[config.mk]
export PLATFORM = sky130hd
export DESIGN_NAME = lsl8_seq_flat
export DESIGN_NICKNAME = d
export VERILOG_FILES = /design/src/rtl/lsl8_seq_if.sv /design/src/rtl/lsl8_seq.sv /design/src/flat_wrapper.sv
export SDC_FILE = /design/constraint.sdc
export NUM_CORES = 1
export LEC_CHECK = 0
export ABC_AREA = 0
export CAP_MARGIN = 25
export CORE_UTILIZATION = 43
export DETAILED_ROUTE_END_ITERATION = 6
export MAX_ROUTING_LAYER = met4
export PLACE_DENSITY_LB_ADDON = 0.15
export SLEW_MARGIN = 10
export SYNTH_ARGS = -nofsm -noshare
export SYNTH_HDL_FRONTEND = slang
export SYNTH_SLANG_ARGS = --single-unit
[constraint.sdc]
create_clock -name clk -period 1.6 [get_ports clk]
set_input_delay 0.16 -clock clk [delete_from_list [all_inputs] [get_ports clk]]
set_output_delay 0.16 -clock clk [all_outputs]
set_load 0.02 [all_outputs]
[src/rtl/lsl8_seq_if.sv]
// Handshake and data bundle for the iterative 8-bit logical-shift-left unit.
// The master issues requests (start/d_in/shamt); the slave (the shifter)
// returns the registered result and its status flags.
interface lsl8_seq_if;
  logic       start;
  logic [7:0] d_in;
  logic [2:0] shamt;
  logic [7:0] d_out;
  logic       busy;
  logic       done;

  modport master (
    output start, d_in, shamt,
    input  d_out, busy, done
  );

  modport slave (
    input  start, d_in, shamt,
    output d_out, busy, done
  );
endinterface

[src/rtl/lsl8_seq.sv]
// Iterative 8-bit logical shift left: one bit position per clock, zero fill
// at bit 0. A request is taken only in IDLE; the result register d_out is
// written exclusively on the edge that enters DONE, so it always holds the
// last completed result.
module lsl8_seq (
  input  logic         clk,
  input  logic         reset,
  lsl8_seq_if.slave    bus
);

  typedef enum logic [1:0] {
    IDLE  = 2'd0,
    SHIFT = 2'd1,
    DONE  = 2'd2
  } state_t;

  state_t     state_q, state_d;
  logic [7:0] work_q, work_d;
  logic [7:0] dout_q, dout_d;
  logic [2:0] cnt_q, cnt_d;
  logic [7:0] work_shl;

  // One-position shift of the working value; reused for the final result so
  // d_out gets the value of the last shift step on the DONE-entry edge.
  assign work_shl = {work_q[6:0], 1'b0};

  // State and datapath registers with asynchronous clear.
  always_ff @(posedge clk or posedge reset) begin
    if (reset) begin
      state_q <= IDLE;
      work_q  <= 8'h00;
      cnt_q   <= 3'd0;
      dout_q  <= 8'h00;
    end else begin
      state_q <= state_d;
      work_q  <= work_d;
      cnt_q   <= cnt_d;
      dout_q  <= dout_d;
    end
  end

  // Next-state and datapath update: load on accepted start, shift while
  // counting down, latch the result when the count is exhausted.
  always_comb begin
    state_d = state_q;
    work_d  = work_q;
    cnt_d   = cnt_q;
    dout_d  = dout_q;
    case (state_q)
      IDLE: begin
        if (bus.start) begin
          work_d = bus.d_in;
          cnt_d  = bus.shamt;
          if (bus.shamt == 3'd0) begin
            // Zero shift completes immediately with the operand unchanged.
            state_d = DONE;
            dout_d  = bus.d_in;
          end else begin
            state_d = SHIFT;
          end
        end
      end
      SHIFT: begin
        // cnt is at least 1 here, so the decrement never wraps.
        work_d = work_shl;
        cnt_d  = cnt_q - 3'd1;
        if (cnt_q == 3'd1) begin
          state_d = DONE;
          dout_d  = work_shl;
        end
      end
      DONE: begin
        state_d = IDLE;
      end
      default: begin
        state_d = IDLE;
      end
    endcase
  end

  // Status flags decoded from the registered state only.
  always_comb begin
    bus.busy  = 1'b0;
    bus.done  = 1'b0;
    bus.d_out = dout_q;
    if (state_q != IDLE) bus.busy = 1'b1;
    if (state_q == DONE) bus.done = 1'b1;
  end

endmodule

[src/flat_wrapper.sv]
// flat-port wrapper written by rule: the top's interface ports become plain ports
module lsl8_seq_flat 
  (clk, reset, bus_start, bus_d_in, bus_shamt, bus_d_out, bus_busy, bus_done);
  lsl8_seq_if bus_i ();
  input  logic clk;
  input  logic reset;
  input wire logic [$bits(bus_i.start)-1:0] bus_start;
  input wire logic [$bits(bus_i.d_in)-1:0] bus_d_in;
  input wire logic [$bits(bus_i.shamt)-1:0] bus_shamt;
  output wire logic [$bits(bus_i.d_out)-1:0] bus_d_out;
  output wire logic [$bits(bus_i.busy)-1:0] bus_busy;
  output wire logic [$bits(bus_i.done)-1:0] bus_done;
  assign bus_i.start = bus_start;
  assign bus_i.d_in = bus_d_in;
  assign bus_i.shamt = bus_shamt;
  assign bus_d_out = bus_i.d_out;
  assign bus_busy = bus_i.busy;
  assign bus_done = bus_i.done;
  lsl8_seq u_core (.clk(clk), .reset(reset), .bus(bus_i));
endmodule
Word level (Yosys, flattened, before mapping)

Index checks and enable logic that the tools add are counted.

Mux-type cells: 14
Equal/unequal tests: 6
Add/sub/neg operators: 1
Reduce and logical (&&, ||, !) cells: 7

Operators by type and width:

| kind                | count |
|---|---|
| $mux 8              | 3 |
| $pmux 8 s2          | 1 |
| $pmux 7 s2          | 1 |
| $mux 7              | 1 |
| $mux 2              | 3 |
| $pmux 3 s2          | 1 |
| $ne 2x1->1 const B  | 2 |
| $pmux 2 s2          | 1 |
| $reduce_and 2->1    | 2 |
| $reduce_and 4->1    | 1 |
| $reduce_bool 2->1   | 2 |
| $eq 3x1->1 const B  | 1 |
| $logic_not 3->1     | 1 |
| $mux 3              | 1 |
| $sub 3x1->3 const B | 1 |
| $eq 2x1->1 const B  | 1 |
| $eq 2x2->1 const B  | 1 |
| $logic_not 2->1     | 1 |
| $mux 1              | 2 |
| $ne 2x2->1 const B  | 1 |

Input port bits: 14
Output and inout bits: 10
Logic and storage cells: 32
Bits in registers: 20

Longest topological paths before layout

Gate-level depths: netlist of the first run.

Word-level depth: 4
Gate-level depth with buffers: 5
Gate-level depth less buffers: 5

Least setup slack after synthesis of the first run

Ideal clock, no wire load.

Kind: register to register
From: register u_core.state_q[1]
To: register u_core.dout_q[1] (netlist: u_core.bus.d_out[1])
Cell stages (with the launch flop): 5
Data required time: 1475 ps
Arrival time: 1544 ps
Path slack: -69 ps
Setup time: 125 ps
Clock period less this slack: 1669 ps
Path buffers: 1
Cell sequence: dfrtp_1 buf_6 or4bb_1 o31ai_4 mux2_2

Cells in the longest elaborated chain, start to end: 3
Elaborated cells between the ends (all ways): 8
Those cells by class: eq/ne: 4; mux: 1; reduce/logical: 3

RTL lines:

| what                                                | RTL line       | text |
|---|---|---|
| from (decl)                                         | lsl8_seq.sv:17 | `state_t state_q, state_d;` |
| from (signal assigned)                              | lsl8_seq.sv:35 | `state_q <= state_d;` |
| $eq 2x1->1 or $logic_not 2->1 (tied branches)       | lsl8_seq.sv:49 | `case (state_q)` |
| $ne 2x1->1 (no source line) (tied with other cells) | -              |  |
| $reduce_and 4->1 (no source line)                   | -              |  |
| to (signal assigned)                                | lsl8_seq.sv:38 | `dout_q <= dout_d;` |
| to (decl)                                           | lsl8_seq.sv:19 | `logic [7:0] dout_q, dout_d;` |

Several ways; a longest one is shown, not always the timed one.
A chain may end at the register's enable or synchronous reset.

Final worst setup path of the first run

From: register u_core.cnt_q[1]
To: register u_core.dout_q[3] (netlist: u_core.bus.d_out[3])

Cells in the longest elaborated chain, start to end: 3

RTL lines:

| what                              | RTL line       | text |
|---|---|---|
| from (decl)                       | lsl8_seq.sv:20 | `logic [2:0] cnt_q, cnt_d;` |
| from (signal assigned)            | lsl8_seq.sv:37 | `cnt_q <= cnt_d;` |
| $eq 3x1->1                        | lsl8_seq.sv:67 | `if (cnt_q == 3'd1) begin` |
| $ne 2x1->1 (no source line)       | -              |  |
| $reduce_and 4->1 (no source line) | -              |  |

Every way passes these cells.

==> flow_summary_export.csv, run 1 <==
group,metric,value,unit
grt,grt_pass1_wl,4.15,mm
clock_tree,hold_buffers,0,
sta,fmaxAchievable,575,MHz
min_path,hp-class,"primary input to async pin",
synthesis,syn-num-nets,107,
routing,wl,2.38,mm
final_layout,fin_cells,164,
sta,timing.final.crit_share,109,%
floorplanning,fp-row-count,17,
sta,rsz0062_at_grt,"yes",
clock_tree,clock_path_buffers,2,
grt,grt_use_total,22.6,%
sta,relSlewSlack,79.1,%
routing,wl_met3,123,um
final_layout,final_core_util,68.1,%
power_and_ir_drop,p_switching,1.04,mW
placed_design,gp_congestion,0.798,
routing,wl_met2,1.13,mm
power_and_ir_drop,power_density,1900,nW/um^2
final_layout,synthToLayoutAreaGrowth,48.7,%
routing,drc_errors,0,
routing,antenna_left,0,
grt,grt_max_degree,21,
routing,firstDrtPassIters,4,
synthesis,synth_cell_types,28,
setup_path,cp-start-kind,"flip-flop",
setup_path,crit_path_end_kind,"flip-flop",
synthesis,yosysWarnings,0,
routing,num_vias,872,
routing,drtIter0Drc,23,
grt,antenna_found_initial,0,
run_status,status,"finished with violations",
setup_path,worstPathCellList,"inv_2 -> ha_4 -> or4bb_4 -> o31ai_4 -> buf_12 -> mux2_4",
placed_design,post_dp_cell_area,1450,sq um
final_layout,fin_nets,153,
setup_path,path_class,"flip-flop to flip-flop",
clock_tree,cts_max_level,1,
placed_design,dp_slack,-0.312,ns
power_and_ir_drop,vdd_ir_drop_max,979,uV
power_and_ir_drop,p_sw_share,36.1,%
sta,worst_slew_pin_slew,0.309,ns
final_layout,drive_above_1_share,35.3,%
power_and_ir_drop,pwr-share-comb,59.6,%
sta,setup_slack,-0.140,ns
power_and_ir_drop,pwr-share-clk,10.3,%
final_layout,num_antenna_cells,0,
grt,gr-total-overflow,0,
synthesis,yosys_register_bits,20,
clock_tree,clk_pin_slew,0.12,ns
final_layout,design_area,1520,sq um
sta,period_needed,1.74,ns
routing,post_drt_wl_per_cell,14.5,um
floorplanning,initial_core_util,45.8,%
setup_path,path_max_fanout,8,
sta,finalHoldViolCount,0,
synthesis,syn_area,1020,sq um
sta,setup_tns,-0.961,ns
grt,grt_pass1_vias,932,
floorplanning,fp.coreArea,2230,sq um
setup_path,slowest_stage,"or4bb_4",
synthesis,ys_seq_area_share,49.0,%
final_layout,num-fill-cells,194,
routing,routed.top_layer,"met4",
sta,final-setup-viol-count,7,
setup_path,worstPathRequired,1.80,ns
floorplanning,ios,24,
power_and_ir_drop,p_leak,0.695,nW
synthesis,syn_inst,91,
routing,viasPerCell,5.32,
power_and_ir_drop,seqPwrFrac,30.1,%
placed_design,dpl.hpwl,1.71,mm
sta,skew,0.00433,ns
setup_path,cpPeakStageDelay,0.49,ns
floorplanning,die-area,2580,sq um
clock_tree,worstSkewPairLatency,0.30,ns
placed_design,dp_cells,156,
clock_tree,cts.sinks,20,
floorplanning,fp.dieW,50.8,um
sta,slew_violations,0,
placed_design,io_buffers,23,
run_status,violations,"setup timing",
job,cap_violations,0,
clock_tree,cts_tree,"yes",
power_and_ir_drop,internal_power,1.85,mW
clock_tree,clockRootBuffer,"clkbuf_4",
clock_tree,cts_buffers,3,
floorplanning,die_y,50.8,um
setup_path,critPathArrivalTime,1.94,ns
synthesis,avgSynthCellArea,11.2,sq um
routing,met1_length,1.10,mm
-- registers in the layout (all words and copies together) (netlist names) --
signal / flops
u_core.cnt_q: 3
u_core.state_q: 2
u_core.bus.d_out: 8
u_core.work_q: 7
-- cells in the final DEF (no fill, tap or decap) --
| cell | n |
|---|---|
| inv_2 | 1 |
| buf_4 | 22 |
| or4bb_4 | 1 |
| a311oi_1 | 1 |
| clkbuf_4 | 3 |
| o21ai_0 | 7 |
| or3_1 | 1 |
| or2_2 | 1 |
| clkbuf_2 | 1 |
| mux2_4 | 7 |
| nor2b_1 | 2 |
| buf_12 | 1 |
| a32oi_1 | 1 |
| and3b_1 | 1 |
| o21bai_1 | 1 |
| o31ai_1 | 1 |
| o22ai_1 | 1 |
| o31ai_4 | 1 |
| o41ai_1 | 1 |
| dfrtp_1 | 20 |
| nand2b_2 | 1 |
| nand2_1 | 7 |
| ha_4 | 1 |
| a2bb2oi_1 | 2 |
| dlygate4sd2_1 | 1 |
| o311ai_0 | 1 |
| a22oi_1 | 5 |
| clkdlybuf4s50_1 | 21 |
| inv_1 | 6 |
| mux2_2 | 7 |
| a21oi_1 | 5 |
| clkbuf_8 | 1 |
| ha_1 | 1 |
| o31a_1 | 1 |
| nand2b_1 | 1 |
-- synth_stat cells --
cell type / count / share of area, %
a21oi_1: 5 / 2.4
a22oi_1: 5 / 3.7
a2bb2oi_1: 2 / 1.7
a311oi_1: 1 / 0.86
a32oi_1: 1 / 0.86
and3b_1: 1 / 0.86
buf_1: 2 / 0.73
buf_2: 1 / 0.49
buf_6: 1 / 1.1
clkbuf_1: 1 / 0.37
dfrtp_1: 20 / 49
ha_1: 2 / 2.4
inv_1: 7 / 2.6
mux2_2: 14 / 15
nand2_1: 7 / 2.6
nand2b_1: 2 / 1.2
nor2b_1: 2 / 1.2
o21ai_0: 7 / 3.4
o21bai_1: 1 / 0.73
o22ai_1: 1 / 0.61
o311ai_0: 1 / 0.86
o31a_1: 1 / 0.86
o31ai_1: 1 / 0.73
o31ai_4: 1 / 2.1
o41ai_1: 1 / 0.86
or2_2: 1 / 0.61
or3_1: 1 / 0.61
or4bb_1: 1 / 1.1
-- area by class of cell --
| type | instances | area, sq um | area share, % |
|---|---|---|---|
| Timing Repair Buffer | 46 | 409 | 26.9 |
| Tap cell | 28 | 35.0 | 2.30 |
| Multi-Input combinational cell | 59 | 513 | 33.7 |
| Inverter | 7 | 26.3 | 1.73 |
| Clock buffer | 4 | 36.3 | 2.39 |
| Sequential cell | 20 | 500 | 32.9 |
-- per-stage QoR --
step | hold WS [ns] | power [mW]
2_1_floorplan | 0.124 | 1.86
3_3_place_gp | 0.461 | 2.48
3_5_place_dp | 0.467 | 2.53
4_1_cts | 0.170 | 2.87
5_1_grt | 0.181 | 3.08
6_report | 0.161 | 2.89
-- per-layer routing --
| layer | vias up | GRT usage (%) |
|---|---|---|
| met5 | - | - |
| li1 | 419 | - |
| met1 | 422 | 28.8 |
| met3 | 4 | 2.12 |
| met4 | 0 | 8.33 |
| met2 | 27 | 37.3 |
-- cell families (layout without fill, tap and decap cells) --
logic type,count (synthesis),after routing,share of synthesized area (%)
and+or+nand+nor,15,15,8.20
adders and majority gates,2,2,2.45
buffers and inverters,12,57,5.26
DFF,20,20,49.0
AOI/OAI and AO/OA,28,28,19.7
muxes,14,14,15.4
-- worst max-delay path, delay by kind of cell, from the launching register on --
| kind | cells | cell delay [ns] |
|---|---|---|
| simple gates | 1 | 0.49 |
| flops | 1 | 0.39 |
| mux | 1 | 0.30 |
| buf+inv | 2 | 0.24 |
| fa+ha+maj | 1 | 0.12 |
| compound gates | 1 | 0.09 |
-- path summary, 6_finish.rpt --
path                                   from                  end  slack [ns]  depth (start not counted)
max                         u_core.cnt_q[1]  u_core.bus.d_out[3]       -0.14                          6
min                                   reset  u_core.bus.d_out[7]        0.16                          3
max reg2reg                 u_core.cnt_q[1]  u_core.bus.d_out[3]       -0.14                          6
min reg2reg                u_core.work_q[6]     u_core.work_q[6]        0.49                          2
max in group asynchronous             reset  u_core.bus.d_out[6]        1.23                          3
min in group clk                bus_d_in[0]     u_core.work_q[0]        0.42                          3
-- timing repair --
action,in CTS,in global routing
resized for setup,5,1
setup buffers,2,2
setup endpoints to repair,9,9
-- power groups by stage --
| stage | combinational (mW) | clock (mW) | sequential [mW] |
|---|---|---|---|
| 2_1_floorplan | 0.910 | 0 | 0.954 |
| 3_3_place_gp | 1.61 | 0 | 0.861 |
| 3_5_place_dp | 1.66 | 0 | 0.870 |
| 4_1_cts | 1.70 | 0.301 | 0.867 |
| 5_1_grt | 1.87 | 0.324 | 0.895 |
| 6_report | 1.72 | 0.298 | 0.868 |
Power figures use the tool's default switching activity.
==> run 2, diff against run 1 <==
- CORE_MARGIN: not set -> 4
- SLEW_MARGIN: 10 -> 30
==> flow_summary_export.csv, run 2 (synthesis results as in run 1) <==
group,metric,value,unit
routing,viasPerCell,5.40,
setup_path,critPathArrivalTime,1.90,ns
setup_path,cp-start-kind,"flip-flop",
placed_design,gp_congestion,0.770,
clock_tree,clockRootBuffer,"clkbuf_4",
routing,antenna_left,0,
sta,relSlewSlack,83.5,%
placed_design,dpl.hpwl,1.74,mm
setup_path,path_class,"flip-flop to flip-flop",
setup_path,critical-path-top-delay-family,"simple AND/OR/NAND/NOR gates",
setup_path,r2r_end,"u_core.bus.d_out[1]",
sta,period_needed,1.71,ns
setup_path,reg2reg_from,"u_core.cnt_q[0]",
power_and_ir_drop,p_sw_share,34.9,%
run_status,violations,"setup timing",
clock_tree,cts_tree,"yes",
placed_design,dp_cells,155,
sta,rsz0062_at_grt,"yes",
power_and_ir_drop,p_switching,1.05,mW
clock_tree,cts.sinks,20,
floorplanning,fp-row-count,17,
power_and_ir_drop,vdd_ir_drop_max,1020,uV
final_layout,drive_above_1_share,34.3,%
floorplanning,ios,24,
clock_tree,cts_max_level,1,
routing,drc_errors,0,
clock_tree,worstSkewPairLatency,0.30,ns
run_status,status,"finished with violations",
setup_path,r2r_slack,-0.11,ns
setup_path,worstPathRequired,1.79,ns
power_and_ir_drop,p_leak,0.694,nW
sta,timing.final.crit_share,107,%
power_and_ir_drop,pwr-share-comb,57.5,%
placed_design,io_buffers,23,
final_layout,mostFrequentLayoutCells,"clkdlybuf4s50_1, dfrtp_1, buf_4",
grt,grt_pass1_vias,924,
min_path,hp-class,"primary input to async pin",
final_layout,design_area,1530,sq um
clock_tree,cts_buffers,3,
final_layout,fin_cells,162,
setup_path,worstPathCellList,"ha_4 -> or4bb_4 -> o31ai_4 -> buf_12 -> mux2_4",
floorplanning,die-area,3220,sq um
sta,worst_slew_pin_slew,0.244,ns
final_layout,synthToLayoutAreaGrowth,50.1,%
sta,skew,0.00628,ns
final_layout,num_antenna_cells,0,
setup_path,cp_num_buf_inv,1,
placed_design,post_dp_cell_area,1450,sq um
setup_path,crit_path_end_kind,"flip-flop",
sta,slew_violations,0,
routing,wl,2.38,mm
power_and_ir_drop,power_density,1960,nW/um^2
grt,grt_max_degree,21,
floorplanning,fp.dieW,56.8,um
final_layout,largest_register_ffs,8,
grt,gr-total-overflow,0,
sta,setup_tns,-0.751,ns
clock_tree,clk_pin_slew,0.12,ns
setup_path,worstRegToRegCells,5,
floorplanning,initial_core_util,45.8,%
floorplanning,fp.coreArea,2230,sq um
grt,grt_use_total,16.4,%
sta,whs,0.170,ns
power_and_ir_drop,pwr-share-clk,13.7,%
grt,antenna_found_initial,0,
routing,post_drt_wl_per_cell,14.7,um
placed_design,dp_slack,-0.290,ns
routing,drtIter0Drc,19,
power_and_ir_drop,p_total,3.01,mW
final_layout,final_core_util,68.7,%
sta,finalHoldViolCount,0,
sta,setup_slack,-0.110,ns
power_and_ir_drop,seqPwrFrac,28.8,%
job,cap_violations,0,
clock_tree,hold_buffers,0,
final_layout,fin_nets,151,
clock_tree,clock_path_buffers,2,
power_and_ir_drop,internal_power,1.96,mW
floorplanning,die_y,56.8,um
final_layout,final_common_cell,"clkdlybuf4s50_1",
setup_path,path_max_fanout,8,
grt,grt_pass1_wl,4.06,mm
sta,final-setup-viol-count,8,
setup_path,cpPeakStageDelay,0.48,ns
setup_path,slowest_stage,"or4bb_4",
routing,firstDrtPassIters,4,
routing,num_vias,874,
sta,fmaxAchievable,585,MHz
-- run 2: cell count changes in the layout (fill, tap and decap cells not counted) --
cell	change
buf_4	-3
buf_12	+1
buf_2	+1
bufinv_16	+1
clkbuf_2	-1
clkbuf_8	-1
o311ai_0	-1
o311ai_1	+1
-- run 2: power by group through the flow --
stage	clock network (mW)	logic [mW]	registers [mW]
CTS	0.427	1.75	0.864
global placement	0	1.65	0.861
finish	0.414	1.73	0.867
detailed placement	0	1.70	0.864
floorplan	0	0.910	0.954
global route	0.451	1.86	0.895
-- run 2: layout make-up --
type                    instances  area, sq um
clock buffers                   3         22.5
clock inverters                 1         30.0
fillers                       190          699
inverters                       7         26.3
multi-input cells              59          513
flip-flops and latches         20          500
well taps                      28         35.0
repair buffers                 44          407
-- run 2: worst max-delay path by stage --
stage | endpoint | from | depth (start not counted)
after floorplan | u_core.bus.d_out[1] | u_core.state_q[1] | 4
after global placement | u_core.bus.d_out[2] | bus_shamt[1] | 5
after detailed placement | u_core.bus.d_out[6] | bus_shamt[1] | 5
after CTS | u_core.bus.d_out[1] | u_core.cnt_q[1] | 6
after global routing | u_core.bus.d_out[1] | u_core.cnt_q[1] | 6
final | u_core.bus.d_out[1] | u_core.cnt_q[0] | 5
-- run 2: repair_timing --
action                     in CTS  in global routing
setup endpoints to repair       9                  9
cloned                          0                  0
setup buffers                   3                  0
resized for setup               6                  2
-- run 2: tightest hold or removal path: cells and delay by family --
kind / cells / cell delay (ns)
buf+inv: 3 / 0.70
-- run 2: routing by layer --
layer  share of wire (%)  GRT usage, %  vias to the layer above
met5                   0             -                        -
met4                 1.9          5.96                        0
met3                 5.4          2.53                        6
met2                  47          25.9                       23
met1                  46          21.2                      425
li1                    -             -                      420
